<file path="src/rtl/noc_stream_tx.sv">
// NoC stream transmitter: buffers words from the global buffer in a small FIFO
// and streams a burst of `len` words toward a PE over a valid/ready-style link.
module noc_stream_tx #(
  parameter int unsigned DATA_W = 8,
  parameter int unsigned DEPTH  = 4
) (
  input  logic                     clk,
  input  logic                     rst,
  input  logic [DATA_W-1:0]        in_data,
  input  logic                     in_valid,
  output logic                     in_ready,
  input  logic                     start,
  input  logic [7:0]               len,
  output logic [DATA_W-1:0]        noc_data,
  output logic                     noc_enable,
  input  logic                     pe_ready,
  output logic                     busy,
  output logic                     done,
  output logic [$clog2(DEPTH):0]   fifo_count
);

  localparam int unsigned PtrW = $clog2(DEPTH);
  localparam int unsigned CntW = PtrW + 1;

  typedef enum logic [1:0] {StIdle, StSend, StDone} state_e;

  state_e              state_q, state_d;
  logic [PtrW-1:0]     wr_ptr_q, wr_ptr_d;
  logic [PtrW-1:0]     rd_ptr_q, rd_ptr_d;
  logic [CntW-1:0]     count_q, count_d;
  logic [7:0]          to_load_q, to_load_d;
  logic [DATA_W-1:0]   noc_data_q, noc_data_d;
  logic                noc_en_q, noc_en_d;
  logic [DATA_W-1:0]   mem_q [DEPTH];

  logic full, empty, wr_en, rd_en, transfer, load;

  // FIFO status and the load/transfer handshake decode.
  always_comb begin
    full     = (count_q == CntW'(DEPTH));
    empty    = (count_q == '0);
    wr_en    = in_valid && !full;
    transfer = noc_en_q && pe_ready;
    // The output register refills whenever it is empty or being drained this edge.
    load     = (state_q == StSend) && (to_load_q != 8'd0) && !empty &&
               (!noc_en_q || transfer);
    rd_en    = load;
  end

  // FIFO pointer and occupancy next-state.
  always_comb begin
    wr_ptr_d = wr_en ? wr_ptr_q + PtrW'(1) : wr_ptr_q;
    rd_ptr_d = rd_en ? rd_ptr_q + PtrW'(1) : rd_ptr_q;
    count_d  = count_q;
    unique case ({wr_en, rd_en})
      2'b10:   count_d = count_q + CntW'(1);
      2'b01:   count_d = count_q - CntW'(1);
      default: count_d = count_q;
    endcase
  end

  // Output register: load the FIFO head, or clear once the word is taken.
  always_comb begin
    noc_data_d = noc_data_q;
    noc_en_d   = noc_en_q;
    if (load) begin
      noc_data_d = mem_q[rd_ptr_q];
      noc_en_d   = 1'b1;
    end else if (transfer) begin
      noc_data_d = '0;
      noc_en_d   = 1'b0;
    end
  end

  // Burst FSM next-state and to_load countdown.
  always_comb begin
    state_d   = state_q;
    to_load_d = to_load_q;
    unique case (state_q)
      StIdle: begin
        if (start) begin
          to_load_d = len;
          state_d   = (len == 8'd0) ? StDone : StSend;
        end
      end
      StSend: begin
        if (load) begin
          to_load_d = to_load_q - 8'd1;
        end
        // Finish only after the last loaded word has left the output register.
        if ((to_load_q == 8'd0) && !noc_en_q) begin
          state_d = StDone;
        end
      end
      StDone:  state_d = StIdle;
      default: state_d = StIdle;
    endcase
  end

  // State registers with asynchronous active-low reset.
  always_ff @(posedge clk or negedge rst) begin
    if (!rst) begin
      state_q    <= StIdle;
      wr_ptr_q   <= '0;
      rd_ptr_q   <= '0;
      count_q    <= '0;
      to_load_q  <= 8'd0;
      noc_data_q <= '0;
      noc_en_q   <= 1'b0;
    end else begin
      state_q    <= state_d;
      wr_ptr_q   <= wr_ptr_d;
      rd_ptr_q   <= rd_ptr_d;
      count_q    <= count_d;
      to_load_q  <= to_load_d;
      noc_data_q <= noc_data_d;
      noc_en_q   <= noc_en_d;
    end
  end

  // FIFO storage; contents are only meaningful below the occupancy count.
  always_ff @(posedge clk) begin
    if (wr_en) begin
      mem_q[wr_ptr_q] <= in_data;
    end
  end

  assign in_ready   = !full;
  assign noc_data   = noc_data_q;
  assign noc_enable = noc_en_q;
  assign busy       = (state_q != StIdle);
  assign done       = (state_q == StDone);
  assign fifo_count = count_q;

endmodule
</file>
<file path="config.mk">
export PLATFORM = sky130hd
export DESIGN_NAME = noc_stream_tx
export DESIGN_NICKNAME = d
export VERILOG_FILES = /design/src/rtl/noc_stream_tx.sv
export SDC_FILE = /design/constraint.sdc
export NUM_CORES = 1
export LEC_CHECK = 0
export CAP_MARGIN = 20
export CORE_MARGIN = 10
export CORE_UTILIZATION = 35
export CTS_CLUSTER_DIAMETER = 50
export DETAILED_ROUTE_END_ITERATION = 10
export GPL_TIMING_DRIVEN = 0
export HOLD_SLACK_MARGIN = 0.05
export SYNTH_ARGS = -nofsm -noshare
export SYNTH_HDL_FRONTEND = slang
export SYNTH_SLANG_ARGS = --single-unit
export TNS_END_PERCENT = 5
</file>
<file path="constraint.sdc">
create_clock -name clk -period 3.3 [get_ports clk]
set_clock_uncertainty 0.2 [all_clocks]
set_input_delay 0.99 -clock clk [delete_from_list [all_inputs] [get_ports clk]]
set_output_delay 0.99 -clock clk [all_outputs]
set_load 0.02 [all_outputs]
</file>
After elaboration in Yosys (flattened, before gate mapping)
Memories as Yosys holds them, arrays and structs flattened.
Cells that the tools add are included.
{"block": "classes", "reduce_logical": 21, "addsub": 5, "eq_ne": 8, "muxes": 14}
{"operator": "$mux W8", "count": 4}
{"operator": "$logic_not A8 Y1", "count": 2}
{"operator": "$pmux W8 S2", "count": 1}
{"operator": "$reduce_bool A2 Y1", "count": 4}
{"operator": "$reduce_bool A8 Y1", "count": 1}
{"operator": "$sub A8 B1 Y8 const B", "count": 1}
{"operator": "$logic_and A1 B1 Y1", "count": 6}
{"operator": "$mux W2", "count": 3}
{"operator": "$pmux W3 S2", "count": 1}
{"operator": "$add A2 B1 Y2 const B", "count": 2}
{"operator": "$eq A2 B1 Y1 const B", "count": 2}
{"operator": "$eq A2 B2 Y1 const B", "count": 2}
{"operator": "$mux W1", "count": 4}
{"operator": "$ne A2 B2 Y1 const B", "count": 2}
{"operator": "$pmux W2 S2", "count": 1}
{"operator": "$add A3 B1 Y3 const B", "count": 1}
{"operator": "$eq A3 B3 Y1 const B", "count": 1}
{"operator": "$logic_not A1 Y1", "count": 3}
{"operator": "$logic_not A3 Y1", "count": 1}
{"operator": "$reduce_and A3 Y1", "count": 1}
{"operator": "$sub A3 B1 Y3 const B", "count": 1}
{"operator": "$logic_not A2 Y1", "count": 1}
{"operator": "$ne A2 B1 Y1 const B", "count": 1}
{"operator": "$reduce_and A2 Y1", "count": 1}
{"operator": "$logic_or A1 B1 Y1", "count": 1}
{"block": "totals", "ff_bits": 26, "word_cells": 56, "mem_count": 1, "input_bits": 21, "ram_bits": 32, "output_inout_bits": 15}
{"name": "mem_q", "words": 4, "word_bits": 8, "rd": 1, "rd_ports_with_merged_regs": 0, "write_ports": 1, "line_no": "34", "rtl": "logic [DATA_W-1:0] mem_q [DEPTH];"}

Logic depth before layout (Yosys ltp)
Gate-level depths: netlist (run 1).
{"block": "logic_depth", "depth_word": 6, "mapped_depth": 13, "ltp_nobuf": 11}

Least setup slack after synthesis (run 1)
OpenSTA, ideal clock, no wires.
{"block": "synth_timing", "path_type": "input -> register", "start": "input pe_ready", "end": "register count_q[2] (netlist: fifo_count[2])", "arrival_time_ns": 2.566, "n_path_buf": 1, "required_ns": 3.020, "setup_time_ns": 0.080, "stages": 10, "setup_slack_ns": 0.455, "cell_sequence": "nand2b_1 -> nand3b_1 -> nor2_2 -> buf_6 -> ha_1 -> inv_1 -> fa_1 -> xor2_1 -> nor2_1 -> xor2_1"}
{"block": "synth_between", "elab_chain_cells": 5, "word_cells_on_any_way": 7, "classes_between": "eq/ne (2); mux (1); reduce/logical (4)"}
{"item": "start, declared", "line_no": "16", "rtl": "input logic pe_ready,"}
{"item": "$logic_and A1 B1 Y1 *", "line_no": "43", "rtl": "transfer = noc_en_q && pe_ready;"}
{"item": "$logic_or A1 B1 Y1 *", "line_no": "46", "rtl": "(!noc_en_q || transfer);"}
{"item": "$logic_and A1 B1 Y1 *", "line_no": "45", "rtl": "load = (state_q == StSend) && (to_load_q != 8'd0) && !empty &&"}
{"item": "via load", "line_no": "36", "rtl": "logic full, empty, wr_en, rd_en, transfer, load;"}
{"item": "$eq A2 B1 Y1 or $eq A2 B2 Y1 (tied branches)", "line_no": "55", "rtl": "unique case ({wr_en, rd_en})"}
{"item": "$pmux W3 S2 or $reduce_bool A2 Y1 (tied branches)"}
{"item": "end signal, assigned", "line_no": "114", "rtl": "count_q <= count_d;"}
{"item": "end, declared", "line_no": "30", "rtl": "logic [CntW-1:0] count_q, count_d;"}
The timed path passes the listed nets; every way through them passes the cells marked *.
A chain may end at the register's enable or synchronous reset.

Final worst setup path (run 1)
Same ends and word-level chain as after synthesis.

==> results by group, run 1 <==
Route
  – Total wire length after detailed routing: 5530 µm
  – Top Metal Used: met4
  – Via density per instance: 4.91
  – DR vias: roughly 1700
  – First-pass DRT Iterations: 4
  – DRC violation count after routing: 0
  – Total length of routed met2 wires: 2690 µm
  – Detailed-routing wirelength on met1: 2450 µm
  – DR iter-0 viols: 60
  – Number of routed nets with antenna violations: 0
  – Total met3 wirelength after detailed routing: ~320 µm
  – Wire per inst: 16.4 µm

Flow run
  – Maximum capacitance violations: 0

Timing
  – Least-Margin Pin Slew: just under 0.7 ns
  – Final Hold Viols: 0
  – RSZ-0062 raised after global routing: no
  – Time the final worst path needs with I/O delays and setup: roughly 3.2 ns
  – Count of final max-slew check failures: 0
  – Setup violation total in the final timing report: 0
  – Highest clock rate: about 320 MHz
  – Worst slew margin relative to its limit: 0.549
  – Min setup slack post-route: between 0.1 and 0.15 ns
  – Tcrit/Tclk final: 0.958

Clock network
  – CTS buffer count: 9
  – Clock input transition at the sequential cells of the worst setup and hold paths: ~0.06 ns
  – Root buffer cell: sky130_fd_sc_hd__clkbuf_8
  – Clock latency on the worst-skew pair: approximately 0.33 ns
  – Number of clock sinks: slightly below 60
  – H-tree depth: 3
  – TritonCTS clock tree: built
  – Clock Path Buffers: 2

Critical path
  – Destination of the worst register-to-register timing path: fifo_count[2]
  – CP required: 3.36 ns
  – Worst Setup SP: pe_ready
  – Highest-delay cell along the critical path: sky130_fd_sc_hd__clkdlybuf4s50_1
  – Source of the worst register-to-register timing path: to_load_q[0]
  – Number of buffer and inverter instances along the worst setup path: 3
  – R2R Setup Slk: 0.54 ns
  – Top cell family by delay on the critical path: buffers and inverters
  – Cells traversed along the worst timing path: clkdlybuf4s50_1 -> nand2b_1 -> nand3b_1 -> nor2_4 -> buf_6 -> ha_1 -> inv_1 -> fa_1 -> xor2_1 -> nor2_1 -> xor2_1
  – Type of the worst setup path: in -> reg
  – Worst setup EP type: flip-flop
  – Worst reg-to-reg path cell count: 13
  – Crit path DAT: 3.22 ns
  – Slowest Stage Delay on Critical Path: about 0.48 ns
  – Critical path peak fanout: 10
  – Critical Path Most Common Cell: sky130_fd_sc_hd__xor2_1
  – Kind of start point of the critical path: input port

GRT
  – Global-route wire length before repair: around 9000 µm
  – Global route total overflow: 0
  – Vias in the first global route: around 1700
  – Pin count of the biggest net entering global routing: 16
  – Antenna violations before repair: 0
  – GRT Resource Usage Total: 0.102

Placement
  – Dpl cell area: just over 0.003 mm²
  – Final GP Congestion: around 0.81
  – Total of buffers placed on input and output ports: 35
  – Detailed-placement wirelength estimate: about 4000 µm
  – Pre-CTS worst setup slack: -0.263 ns

Yosys
  – Number of synthesized flops with an enable pin: 32
  – Synthesized area per cell: ~14 µm²
  – Cell variety after synth: between 40 and 50
  – Number of storage elements in the synthesis netlist: 58
  – Number of nets produced by synthesis: approximately 210
  – Number of standard cells after synthesis: roughly 190
  – Fraction of registers with async set/reset: 0.448
  – Top_reg_cell synth: sky130_fd_sc_hd__edfxtp_1
  – Post-Syn Area: about 0.0026 mm²
  – Synth Warn #: 0
  – Fraction of the yosys area taken by sequential cells: 0.617

Die
  – Starting density of the core: 0.360
  – Count of standard-cell rows: 31
  – CORE AREA: a little over 0.007 mm²
  – Horizontal extent of the die: 106 µm
  – Die boundary height: ~110 µm
  – Die area: 0.0113 mm²
  – Number of top-level pins: 36

Layout
  – Number of nets in the layout: about 260
  – Area delta synth->final: 28.4%
  – Fraction of the core area covered by cells at the end of the flow: 0.462
  – Fraction of layout cells with a size suffix above 1: 0.147
  – Inserted Diodes: 0
  – Fill cells: 665
  – Finished layout cell area: 0.00335 mm²

Worst hold path
  – Cell depth of the worst hold path: 1
  – Type of the most critical hold path: reg -> reg
  – Worst-case hold path end point: state_q[1]
  – Startpoint of the lowest-slack hold path: state_q[1]

Pwr
  – VDD IR max: roughly 0.37 mV
  – Leakage power total: roughly 1.3 nW
  – Design Power: ~0.0030 W
  – Areal power density over the cells: slightly below 900 mW/mm²

Run status
  – Status: finished clean
per-layer routing:
metal | global-route usage | vias up
met3 | 0.0459 | 10
met4 | 0.0348 | 0
met1 | 0.118 | 805
met2 | 0.166 | 39
met5 | 0 | -
li1 | - | 802
cell usage in the layout (no fill, tap or decap), types with 4 or more instances in the layout:
master,n
sky130_fd_sc_hd__dfrtp_1,26
sky130_fd_sc_hd__o221ai_1,5
sky130_fd_sc_hd__o211ai_1,5
sky130_fd_sc_hd__nand3_1,6
sky130_fd_sc_hd__clkdlybuf4s50_1,35
sky130_fd_sc_hd__a21oi_1,6
sky130_fd_sc_hd__and3_1,5
sky130_fd_sc_hd__clkbuf_8,9
sky130_fd_sc_hd__mux4_2,8
sky130_fd_sc_hd__inv_1,9
sky130_fd_sc_hd__clkbuf_1,4
sky130_fd_sc_hd__edfxtp_1,32
sky130_fd_sc_hd__a22o_1,8
sky130_fd_sc_hd__ha_1,6
sky130_fd_sc_hd__nor2_1,9
sky130_fd_sc_hd__nand2_1,11
cells in the mapped netlist, types with 2 or more instances:
cell type | number | area [µm²]
sky130_fd_sc_hd__ha_1 | 6 | 75.1
sky130_fd_sc_hd__nand2_1 | 11 | 41.3
sky130_fd_sc_hd__buf_6 | 2 | 22.5
sky130_fd_sc_hd__nor3_1 | 3 | 15.0
sky130_fd_sc_hd__buf_2 | 2 | 10.0
sky130_fd_sc_hd__nor2b_1 | 2 | 12.5
sky130_fd_sc_hd__o221ai_1 | 5 | 43.8
sky130_fd_sc_hd__nand3b_1 | 3 | 22.5
sky130_fd_sc_hd__a22o_1 | 8 | 70.1
sky130_fd_sc_hd__or2_2 | 2 | 12.5
sky130_fd_sc_hd__and3_1 | 5 | 31.3
sky130_fd_sc_hd__nor4_1 | 3 | 18.8
sky130_fd_sc_hd__inv_1 | 9 | 33.8
sky130_fd_sc_hd__mux2i_1 | 2 | 20.0
sky130_fd_sc_hd__a21oi_1 | 6 | 30.0
sky130_fd_sc_hd__nand3_1 | 6 | 30.0
sky130_fd_sc_hd__nor3b_1 | 2 | 15.0
sky130_fd_sc_hd__dfrtp_1 | 26 | 651
sky130_fd_sc_hd__xor2_1 | 3 | 26.3
sky130_fd_sc_hd__clkbuf_1 | 2 | 7.51
sky130_fd_sc_hd__o211ai_1 | 5 | 37.5
sky130_fd_sc_hd__edfxtp_1 | 32 | 961
sky130_fd_sc_hd__nor2_1 | 9 | 33.8
sky130_fd_sc_hd__mux4_2 | 8 | 180
sky130_fd_sc_hd__xnor2_1 | 3 | 26.3
sky130_fd_sc_hd__nand2b_1 | 3 | 18.8
logic make-up (layout without fill, tap and decap cells):
logic type	count (synthesis)	count (layout)	share of synthesized area
multiplexers	11	11	0.0809
buffers and inverters	17	69	0.0326
AND/OR/NAND/NOR	54	54	0.112
flip-flops	58	58	0.617
XOR/XNOR	6	6	0.0201
AO/OA/AOI/OAI	33	33	0.102
adder cells (fa/ha/maj)	7	7	0.0364
through the flow:
stage	setup TNS (ns)	std cells	hold WS (ns)
floorplan	0	186	0.259
global placement	-0.373	320	0.299
detailed placement	-0.334	321	0.293
CTS	0	337	0.301
global route	0	337	0.326
finish	0	337	0.302
how the worst max path moves through the flow:
stage / end / slack (ns) / cells after the start
finish: fifo_count[2] / 0.14 / 11
global route: fifo_count[2] / 0.003 / 11
CTS: fifo_count[2] / 0.10 / 11
detailed placement: fifo_count[2] / -0.26 / 11
global placement: fifo_count[2] / -0.28 / 11
floorplan: fifo_count[2] / 0.45 / 10
area by class of cell:
| type | instances | area, µm² | area share |
|---|---|---|---|
| sequential | 58 | 1610 | 0.481 |
| buffer | 8 | 51.3 | 0.0153 |
| inverter | 9 | 33.8 | 0.0101 |
| clock buffer | 11 | 131 | 0.0392 |
| clock inverter | 5 | 103 | 0.0306 |
| tap | 99 | 124 | 0.0369 |
| timing repair buffer | 36 | 378 | 0.113 |
| multi-input combinational | 111 | 921 | 0.275 |
timing repair:
action,CTS,global route
setup buffers,0,0
endpoints found under the setup margin,0,1
hold buffers,0,0
resized for setup,0,1
state kept, by name (all words and copies together), names as in the netlist:
signal      cells
fifo_count      3
mem_q          32
noc_data        8
noc_enable      1
rd_ptr_q        2
state_q         2
to_load_q       8
wr_ptr_q        2
power by group:
group / total, W / internal, W / leakage [nW] / switching (W)
registers: 0.00114 / 0.00100 / 0.590 / 0.000140
logic: 0.00106 / 0.000523 / 0.587 / 0.000539
clock network: 0.000773 / 0.000501 / 0.114 / 0.000273
(Power assumes the default switching activity.)
==> run 2, diff against run 1 <==
- HOLD_SLACK_MARGIN: 0.05 -> 0.06
- SKIP_CTS_REPAIR_TIMING: default -> 1
==> results of run 2 <==
No change in the layout: final DEF, timing and power equal those of run 1.
==> run 3, diff against run 2 <==
- CORE_UTILIZATION: 35 -> 54
- PLACE_DENSITY: default -> 0.79
==> run 3 against run 2 <==
Worst hold slack better by 0.0024 ns. Critical path depth unchanged. Largest power group is now combinational logic. Critical endpoint unchanged. Via count up 3.9%. Power down 4.7%. Utilization up 24 points. Flip-flop and latch count unchanged. First-iteration DRC count up 8.3%. Cell count down 11%. Clock power down 30%. Critical path type unchanged. Combinational power up 8%. Sequential share of layout area up 0.86 points.
==> results by group, run 3 (synthesized netlist as in run 1, its figures left out) <==
Run status
  – Status: finished clean (unchanged)

Layout
  – Inserted Diodes: 0 (unchanged)
  – Largest register by flop count: mem_q (unchanged)
  – Area delta synth->final: 26.1% (was 28.4%)
  – Fraction of layout cells with a size suffix above 1: 0.182 (was 0.147)
  – Flip-flop count of the largest register, all copies and words added: 32 (unchanged)
  – Leading cell types in the layout, fill and taps excluded: sky130_fd_sc_hd__clkdlybuf4s50_1, sky130_fd_sc_hd__edfxtp_1, sky130_fd_sc_hd__dfrtp_1 (unchanged)
  – Fill cells: 343 (was 665)
  – Number of nets in the layout: 270 (was 261)
  – Fraction of the core area covered by cells at the end of the flow: 0.702 (was 0.462)
  – Commonest non-fill, non-tap cell in the layout: sky130_fd_sc_hd__clkdlybuf4s50_1 (unchanged)

Pwr
  – Combinational fraction of design power: 0.406 (was 0.357)
  – Switching power total: 0.000989 W (was 0.000952 W)
  – Reg power frac: 0.403 (was 0.383)
  – Clock Power Share: 0.190 (was 0.260)
  – VDD IR max: 0.511 mV (was 0.369 mV)
  – Internal power: 0.00185 W (was 0.00202 W)
  – Proportion of total power due to net switching: 0.349 (was 0.320)
  – Areal power density over the cells: 861 mW/mm² (was 888 mW/mm²)
  – Leakage power total: 1.30 nW (was 1.29 nW)

Clock network
  – Clock input transition at the sequential cells of the worst setup and hold paths: 0.07 ns (was 0.06 ns)
  – Number of clock sinks: 58 (unchanged)
  – Clock latency on the worst-skew pair: 0.33 ns (about the same)
  – CTS buffer count: 9 (unchanged)
  – H-tree depth: 3 (unchanged)
  – Clock Path Buffers: 2 (unchanged)
  – Root buffer cell: sky130_fd_sc_hd__clkbuf_8 (unchanged)
  – TritonCTS clock tree: built (unchanged)

Critical path
  – Worst setup EP type: flip-flop (unchanged)
  – Slowest Stage Delay on Critical Path: 0.47 ns (was 0.48 ns)
  – Crit path DAT: 3.17 ns (was 3.22 ns)
  – CP required: 3.36 ns (about the same)
  – Critical Path Most Common Cell: sky130_fd_sc_hd__xor2_1 (unchanged)
  – Type of the worst setup path: in -> reg (unchanged)
  – Number of buffer and inverter instances along the worst setup path: 3 (unchanged)
  – Cells traversed along the worst timing path: clkdlybuf4s50_1 -> nand2b_1 -> nand3b_1 -> nor2_4 -> buf_6 -> ha_2 -> inv_1 -> fa_1 -> xor2_1 -> nor2_1 -> xor2_1 (was clkdlybuf4s50_1 -> nand2b_1 -> nand3b_1 -> nor2_4 -> buf_6 -> ha_1 -> inv_1 -> fa_1 -> xor2_1 -> nor2_1 -> xor2_1)
  – Critical path peak fanout: 8 (was 10)
  – Highest-delay cell along the critical path: sky130_fd_sc_hd__clkdlybuf4s50_1 (unchanged)
  – Kind of start point of the critical path: input port (unchanged)
  – Top cell family by delay on the critical path: buffers and inverters (unchanged)

GRT
  – Global route total overflow: 0 (unchanged)
  – Pin count of the biggest net entering global routing: 19 (was 16)
  – Global-route wire length before repair: 9160 µm (was 9010 µm)
  – Antenna violations before repair: 0 (unchanged)
  – GRT Resource Usage Total: 0.157 (was 0.102)
  – Vias in the first global route: 1790 (was 1735)

Die
  – Horizontal extent of the die: 89.6 µm (was 106 µm)
  – CORE AREA: 0.00469 mm² (was 0.00725 mm²)
  – Count of standard-cell rows: 25 (was 31)
  – Die area: 0.00802 mm² (was 0.0113 mm²)
  – Die boundary height: 89.6 µm (was 106 µm)
  – Number of top-level pins: 36 (unchanged)
  – Starting density of the core: 0.557 (was 0.360)

Timing
  – Aggregate negative setup slack: 0 ns (unchanged)
  – Time the final worst path needs with I/O delays and setup: 3.11 ns (was 3.16 ns)
  – Final Hold Viols: 0 (unchanged)
  – Tcrit/Tclk final: 0.942 (was 0.958)
  – Setup violation total in the final timing report: 0 (unchanged)
  – Final hold slack: 0.304 ns (was 0.302 ns)
  – Highest clock rate: 322 MHz (was 316 MHz)
  – Count of final max-slew check failures: 0 (unchanged)
  – Min setup slack post-route: 0.192 ns (was 0.140 ns)
  – Worst slew margin relative to its limit: 0.595 (was 0.549)
  – Least-Margin Pin Slew: 0.608 ns (was 0.675 ns)
  – RSZ-0062 raised after global routing: no (unchanged)

Placement
  – Final GP Congestion: 0.869 (was 0.814)
  – Pre-CTS worst setup slack: -0.288 ns (was -0.263 ns)
  – Detailed-placement wirelength estimate: 3820 µm (was 3960 µm)
  – Total of buffers placed on input and output ports: 35 (unchanged)

Flow run
  – Maximum capacitance violations: 0 (unchanged)

Route
  – First-pass DRT Iterations: 4 (unchanged)
  – Total met3 wirelength after detailed routing: 353 µm (was 321 µm)
  – Total length of routed met2 wires: 2630 µm (was 2690 µm)
  – Top Metal Used: met4 (unchanged)
  – Detailed-routing wirelength on met1: 2530 µm (was 2450 µm)
  – DRC violation count after routing: 0 (unchanged)
  – DR iter-0 viols: 65 (was 60)
  – Total wire length after detailed routing: 5640 µm (was 5530 µm)
  – Number of routed nets with antenna violations: 0 (unchanged)
  – DR vias: 1720 (was 1656)
  – Wire per inst: 18.7 µm (was 16.4 µm)
  – Via density per instance: 5.71 (was 4.91)

Worst hold path
  – Type of the most critical hold path: reg -> reg (unchanged)
==> run 3: cell count changes in the layout (fill, tap and decap cells not counted), sizes merged <==
cell	delta
clkinv	+3
bufinv	-3
buf	+9
clkinvlp	+1
clkbuf	-1
==> run 3: final timing paths <==
kind	from	to	slack (ns)	depth (start not counted)
setup / recovery	pe_ready	fifo_count[2]	0.19	11
hold / removal	noc_data[6]	noc_data[6]	0.30	1
setup reg to reg	to_load_q[0]	fifo_count[2]	0.58	13
hold reg to reg	noc_data[6]	noc_data[6]	0.30	1
max in group asynchronous	rst	noc_data[2]	1.62	2
min in group asynchronous	rst	to_load_q[0]	0.80	1
==> run 3: cell type report <==
type,instances,area [µm²],area share
inverter,9,33.8,0.0103
clock buffer,10,128,0.0387
timing repair buffer,45,445,0.135
buffer,8,51.3,0.0156
multi-input combinational,111,923,0.280
clock inverter,6,33.8,0.0103
tap,54,67.6,0.0205
sequential,58,1610,0.489
==> run 3: worst reg2reg max path: stages (launching register included) <==
cell,delay [ns]
sky130_fd_sc_hd__dfrtp_1,0.37
sky130_fd_sc_hd__inv_1,0.06
sky130_fd_sc_hd__ha_1,0.23
sky130_fd_sc_hd__nor3b_2,0.19
sky130_fd_sc_hd__and3_1,0.16
sky130_fd_sc_hd__buf_6,0.14
sky130_fd_sc_hd__nor2_4,0.13
sky130_fd_sc_hd__buf_6,0.15
sky130_fd_sc_hd__ha_2,0.19
sky130_fd_sc_hd__inv_1,0.06
sky130_fd_sc_hd__fa_1,0.37
sky130_fd_sc_hd__xor2_1,0.15
sky130_fd_sc_hd__nor2_1,0.11
sky130_fd_sc_hd__xor2_1,0.14
==> run 3: routing by layer <==
| layer | GRT usage | up-vias |
|---|---|---|
| met5 | 0 | - |
| met4 | 0.0650 | 0 |
| met3 | 0.0638 | 14 |
| met2 | 0.243 | 50 |
| met1 | 0.191 | 838 |
| li1 | - | 818 |
==> run 3: stage by stage <==
step                      instances  power, W  instance area, µm²
after global placement          275   0.00219                3030
after floorplan                 186   0.00185                2610
after global routing            301   0.00302                3290
final                           301   0.00283                3290
after detailed placement        276   0.00224                3060
after CTS                       292   0.00279                3220
==> run 3: power by group through the flow <==
stage                     logic, W  clock network [W]  registers [W]
after floorplan           0.000651                  0        0.00120
after global placement     0.00105                  0        0.00114
after detailed placement   0.00109                  0        0.00115
after CTS                  0.00110           0.000546        0.00114
after global routing       0.00126           0.000588        0.00117
final                      0.00115           0.000540        0.00114
